<file path="config.mk">
export PLATFORM = sky130hd
export DESIGN_NAME = mem_arbiter_flat
export DESIGN_NICKNAME = d
export VERILOG_FILES = /design/src/rtl/mem_arbiter_if.sv /design/src/rtl/mem_arbiter.sv /design/src/flat_wrapper.sv
export SDC_FILE = /design/constraint.sdc
export NUM_CORES = 1
export LEC_CHECK = 0
export CAP_MARGIN = 20
export CORE_ASPECT_RATIO = 1.4
export CORE_UTILIZATION = 48
export DETAILED_ROUTE_END_ITERATION = 6
export GPL_ROUTABILITY_DRIVEN = 0
export GPL_TIMING_DRIVEN = 0
export PLACE_DENSITY = 0.81
export RECOVER_POWER = 100
export SKIP_CTS_REPAIR_TIMING = 1
export SLEW_MARGIN = 20
export SYNTH_ARGS = -nofsm -noshare
export SYNTH_HDL_FRONTEND = slang
export SYNTH_SLANG_ARGS = --single-unit
</file>
<file path="constraint.sdc">
create_clock -name clk -period 1.7 [get_ports clk]
set_input_delay 0.255 -clock clk [delete_from_list [all_inputs] [get_ports clk]]
set_output_delay 0.255 -clock clk [all_outputs]
set_load 0.005 [all_outputs]
</file>
<file path="src/rtl/mem_arbiter_if.sv">
// Shared-memory arbiter bus bundle.
// Ports (slave = arbiter side):
//   req      [3:0]  per-core level request, bit i is core i+1
//   we       [3:0]  per-core access type, 1 = write
//   mem_ctrl [12:0] memory control word (DR we, AR en, data en, wren)
//   grant    [3:0]  one-hot owner of the memory port
//   done     [3:0]  one-cycle completion pulse
//   busy            arbiter not idle
interface mem_arbiter_if;
    logic [3:0]  req;
    logic [3:0]  we;
    logic [12:0] mem_ctrl;
    logic [3:0]  grant;
    logic [3:0]  done;
    logic        busy;

    modport master (output req, we, input mem_ctrl, grant, done, busy);
    modport slave  (input req, we, output mem_ctrl, grant, done, busy);
endinterface

</file>
<file path="src/rtl/mem_arbiter.sv">
// Round-robin sequencer for the shared data memory of the 4-core system.
// Grants the single memory port to one core at a time and drives the
// memory control word for the read or write sequence of the owner.
// Ports:
//   clk    system clock, rising edge
//   rst_n  asynchronous active-low reset
//   bus    mem_arbiter_if.slave (req, we in; mem_ctrl, grant, done, busy out)
// Parameter RD_LAT (1..4): cycles from the address edge until RAM q is valid.
//
// state | meaning
// ------+-----------------------------------------------------------
// IDLE  | no owner; arbitrate pending requests round-robin
// ADDR  | read: drive owner's address onto the RAM
// WAIT  | read: hold address for RD_LAT-1 cycles (down-counter)
// CAPT  | read: keep address, owner's DR latches mem_bus at cycle end
// WR    | write: address, data and wren for exactly one cycle
// DONE  | completion pulse to owner, grant held, requests ignored
module mem_arbiter #(
    parameter int RD_LAT = 1
) (
    input  logic         clk,
    input  logic         rst_n,
    mem_arbiter_if.slave bus
);
    localparam logic [2:0] S_IDLE = 3'd0;
    localparam logic [2:0] S_ADDR = 3'd1;
    localparam logic [2:0] S_WAIT = 3'd2;
    localparam logic [2:0] S_CAPT = 3'd3;
    localparam logic [2:0] S_WR   = 3'd4;
    localparam logic [2:0] S_DONE = 3'd5;

    localparam logic [1:0] WAIT_INIT = 2'(RD_LAT - 1);

    logic [2:0]  state, state_nx;
    // ptr doubles as the owner index while a transaction is in flight.
    logic [1:0]  ptr, ptr_nx;
    logic [1:0]  cnt, cnt_nx;
    logic [1:0]  win, cand;
    logic        found;
    logic [3:0]  oh_nx;
    logic [12:0] ctrl_q, ctrl_nx;
    logic [3:0]  grant_q, grant_nx;
    logic [3:0]  done_q, done_nx;
    logic        busy_q, busy_nx;

    // Search starts at ptr+1 so the last winner has lowest priority.
    always_comb begin : pick
        win   = ptr;
        found = 1'b0;
        cand  = ptr;
        for (int k = 1; k <= 4; k++) begin
            cand = ptr + 2'(k);
            if (!found && bus.req[cand]) begin
                win   = cand;
                found = 1'b1;
            end
        end
    end

    always_comb begin : next
        state_nx = state;
        ptr_nx   = ptr;
        cnt_nx   = cnt;
        case (state)
            S_IDLE: begin
                if (found) begin
                    ptr_nx   = win;
                    state_nx = bus.we[win] ? S_WR : S_ADDR;
                end
            end
            S_ADDR: begin
                if (RD_LAT == 1) begin
                    state_nx = S_CAPT;
                end else begin
                    state_nx = S_WAIT;
                    cnt_nx   = WAIT_INIT;
                end
            end
            S_WAIT: begin
                if (cnt <= 2'd1) begin
                    state_nx = S_CAPT;
                    cnt_nx   = 2'd0;
                end else begin
                    cnt_nx = cnt - 2'd1;
                end
            end
            S_CAPT, S_WR: state_nx = S_DONE;
            default:      state_nx = S_IDLE;
        endcase
    end

    // Outputs are decoded from the next state and registered, so every
    // output is a flop and nothing combinational reaches them from req.
    always_comb begin : outs
        oh_nx    = 4'b0001 << ptr_nx;
        ctrl_nx  = '0;
        grant_nx = '0;
        done_nx  = '0;
        busy_nx  = (state_nx != S_IDLE);
        if (busy_nx) grant_nx = oh_nx;
        case (state_nx)
            S_ADDR, S_WAIT: ctrl_nx[7:4] = oh_nx;
            S_CAPT: begin
                ctrl_nx[7:4] = oh_nx;
                ctrl_nx[3:0] = oh_nx;
            end
            S_WR: begin
                ctrl_nx[7:4]  = oh_nx;
                ctrl_nx[11:8] = oh_nx;
                ctrl_nx[12]   = 1'b1;
            end
            S_DONE:  done_nx = oh_nx;
            default: ;
        endcase
    end

    always_ff @(posedge clk or negedge rst_n) begin
        if (!rst_n) begin
            state   <= S_IDLE;
            ptr     <= 2'd3;
            cnt     <= 2'd0;
            ctrl_q  <= '0;
            grant_q <= '0;
            done_q  <= '0;
            busy_q  <= 1'b0;
        end else begin
            state   <= state_nx;
            ptr     <= ptr_nx;
            cnt     <= cnt_nx;
            ctrl_q  <= ctrl_nx;
            grant_q <= grant_nx;
            done_q  <= done_nx;
            busy_q  <= busy_nx;
        end
    end

    assign bus.mem_ctrl = ctrl_q;
    assign bus.grant    = grant_q;
    assign bus.done     = done_q;
    assign bus.busy     = busy_q;
endmodule

</file>
<file path="src/flat_wrapper.sv">
// flat-port wrapper written by rule: the top's interface ports become plain ports
module mem_arbiter_flat 
#(
    parameter int RD_LAT = 1
)
  (clk, rst_n, bus_req, bus_we, bus_mem_ctrl, bus_grant, bus_done, bus_busy);
  mem_arbiter_if bus_i ();
  input  logic clk;
  input  logic rst_n;
  input wire logic [$bits(bus_i.req)-1:0] bus_req;
  input wire logic [$bits(bus_i.we)-1:0] bus_we;
  output wire logic [$bits(bus_i.mem_ctrl)-1:0] bus_mem_ctrl;
  output wire logic [$bits(bus_i.grant)-1:0] bus_grant;
  output wire logic [$bits(bus_i.done)-1:0] bus_done;
  output wire logic [$bits(bus_i.busy)-1:0] bus_busy;
  assign bus_i.req = bus_req;
  assign bus_i.we = bus_we;
  assign bus_mem_ctrl = bus_i.mem_ctrl;
  assign bus_grant = bus_i.grant;
  assign bus_done = bus_i.done;
  assign bus_busy = bus_i.busy;
  mem_arbiter #(.RD_LAT(RD_LAT)) u_core (.clk(clk), .rst_n(rst_n), .bus(bus_i));
endmodule
</file>
==> flow_metrics.tcl <==
set metrics [dict create \
    clkTransAtPathRegs_ns 0.08 \
    start_kind "register" \
    grt_max_degree 30 \
    pre_cts_ws_ns -0.277 \
    layoutNonFillerInstCount 197 \
    endpoint_kind "register" \
    h-tree-depth 2 \
    critPathMaxFanout 4 \
    finalPower_uw 2890 \
    ys_seq_elements 29 \
    synth_fp_nets 125 \
    sequentialPowerShare_pct 35.9 \
    antenna_found_initial 0 \
    cap_viol_max_count 0 \
    hold_viol 0 \
    period_needed_ns 1.68 \
    wl_per_cell_um 12.7 \
    most-common-layout-cells "dfrtp_1, nor2_1, dlygate4sd3_1" \
    fp.dieW_um 45.7 \
    root_buffer "clkbuf_4" \
    num_vias 1035 \
    core_um2 2470 \
    max_slew_margin_pct 56.6 \
    layout_commonest_cell "dfrtp_1" \
    place.detailed.hpwl_mm 1.81 \
    tns_ns 0 \
    cts.sinks 29 \
    finalMaxSlewViolations 0 \
    switching_share_pct 37.9 \
    numCtsBuffers 5 \
    grt_remaining_overflow 0 \
    die_height_um 63.1 \
    boundaryPins 32 \
    peakVddDrop_uv 848 \
    syn_avg_cell_area_um2 11.1 \
    dp.cells 180 \
    internal_power_uw 1790 \
    clk_latency_ns 0.32 \
    drt-vias-per-instance 5.25 \
    port_buffers 31 \
    rsz0062_at_grt "yes" \
    comb_power_share_pct 51.4 \
    seq_area_frac_synth_pct 56.8 \
    setup_viol 0 \
    rows 21 \
    timing.clock.skew_ns 0.0128 \
    placed_cell_area_um2 1630 \
    p_sw_uw 1100 \
    drt-total-wl_mm 2.50 \
    fmax_ghz 0.595 \
    drc 0 \
    syn_area_um2 1280 \
    post-route-period-util_pct 98.8 \
    min_path_type "in -> async" \
    cp.arrival_ns 1.92 \
    fin_area_um2 1840 \
    cts_buffer_depth 2 \
    path_class "reg -> reg" \
    final_antenna_net_count 0 \
    syn2layout_area_growth_pct 43.5 \
    synth_cell_types 36 \
    n_antenna_cell 0 \
    pwr-share-clk_pct 12.7 \
    cts_tree "built" \
    drive_gt1_share_pct 25.8 \
    syn_inst 115 \
    setup_ws_ns 0.0204 \
    power_density_nw_per_um2 1570 \
    grt_pass1_wl_mm 4.11 \
    initial_core_util_pct 51.9 \
    grtUsageTotal_pct 20.3 \
    yosys_warnings 0 \
    design.die.area_um2 2880 \
    first_pass_iters 4 \
    first_iter_violations 20 \
    grt_pass1_vias 965 \
    crit_required_ns 1.94 \
    total_leakage_power_uw 0.000840 \
    tightest_slew_ns 0.651 \
    fin_nets 172 \
    status "completed" \
]
## through the flow
| stage | util (%) | hold slack [ns] |
|---|---|---|
| after CTS | 68.0 | -0.0632 |
| after global placement | 66.2 | 0.505 |
| after detailed placement | 66.0 | 0.286 |
| after floorplan | - | -0.0406 |
| final | 74.4 | 0.486 |
| after global routing | 74.4 | 0.525 |
## layer usage
layer / part of all wire [%] / global-route usage [%] / vias up
met1: 37 / 22.5 / 485
met5: 0 / 0 / -
li1: - / - / 499
met4: 3.7 / 13.6 / 0
met2: 55 / 32.5 / 41
met3: 5.1 / 5.16 / 10
## power groups by stage
stage / registers [µW] / clock network (µW) / logic [µW]
after floorplan: 1060 / 0 / 747
after global placement: 1050 / 0 / 1240
after detailed placement: 1050 / 0 / 1270
after CTS: 1040 / 377 / 1280
after global routing: 1060 / 417 / 1630
final: 1040 / 366 / 1490
## final timing paths
check | endpoint | start | slack (ns) | cells past startpoint
worst max-delay path | u_core.state[2] | u_core.ptr[1] | 0.02 | 6
worst min-delay path | u_core.bus.mem_ctrl[5] | rst_n | 0.49 | 2
worst max register to register | u_core.state[2] | u_core.ptr[1] | 0.02 | 6
worst min register to register | u_core.cnt[1] | u_core.cnt[0] | 0.54 | 1
max in group asynchronous | u_core.bus.done[1] | rst_n | 0.79 | 2
min in group clk | u_core.bus.mem_ctrl[9] | bus_we[1] | 0.50 | 3
## registers in the layout (all words and copies together) (netlist names)
register             count
u_core.bus.done          4
u_core.bus.mem_ctrl     13
u_core.cnt               2
u_core.ptr               2
u_core.state             3
u_core.bus.busy          1
u_core.bus.grant         4
## critical path, stage by stage (launching register included)
cell and delay, ns:
dfstp_2 0.55, buf_4 0.11, buf_2 0.14, a21o_1 0.19, a31o_2 0.27, nand2_1 0.16, o221ai_2 0.18
## cells by family after synthesis
| logic type | synth area share (%) |
|---|---|
| buf+inv | 2.34 |
| compound gates | 15.2 |
| flops | 56.8 |
| simple gates | 24.5 |
| mux | 1.07 |
## final cells by class
class	count	area, µm²
Sequential cell	29	728
Fill cell	192	632
Multi-Input combinational cell	81	611
Timing Repair Buffer	40	373
Clock buffer	7	45.0
Tap cell	34	42.5
Buffer	2	22.5
Inverter	3	11.3
Clock inverter	1	5.00
## synthesized netlist by cell type
cell | instances | area share (%)
nor4_2 | 1 | 0.98
a31oi_1 | 1 | 0.49
nor2_1 | 25 | 7.3
nand2b_1 | 4 | 2.0
dfstp_2 | 2 | 4.1
nand2_1 | 9 | 2.6
and2_1 | 1 | 0.49
and2_4 | 1 | 0.68
or4b_1 | 1 | 0.78
buf_4 | 1 | 0.59
dfrtp_1 | 27 | 53
o21ai_2 | 2 | 1.4
a21o_1 | 1 | 0.59
nor2b_2 | 1 | 0.68
nor3_1 | 3 | 1.2
o21ai_0 | 4 | 1.6
o22ai_1 | 1 | 0.49
a31oi_2 | 4 | 3.9
nand4_1 | 2 | 0.98
a32oi_2 | 1 | 1.3
nor3b_4 | 1 | 1.5
a31o_2 | 1 | 0.68
nand3b_1 | 3 | 1.8
nand2b_4 | 1 | 1.1
nor3_2 | 1 | 0.78
mux2i_2 | 1 | 1.1
nand3_1 | 1 | 0.39
inv_1 | 3 | 0.88
a21oi_1 | 4 | 1.6
buf_6 | 1 | 0.88
nor2_2 | 1 | 0.49
o221ai_2 | 1 | 1.2
nor2_4 | 1 | 0.88
o211ai_1 | 1 | 0.59
a32o_2 | 1 | 0.88
o31a_1 | 1 | 0.68
(Power assumes the default switching activity.)
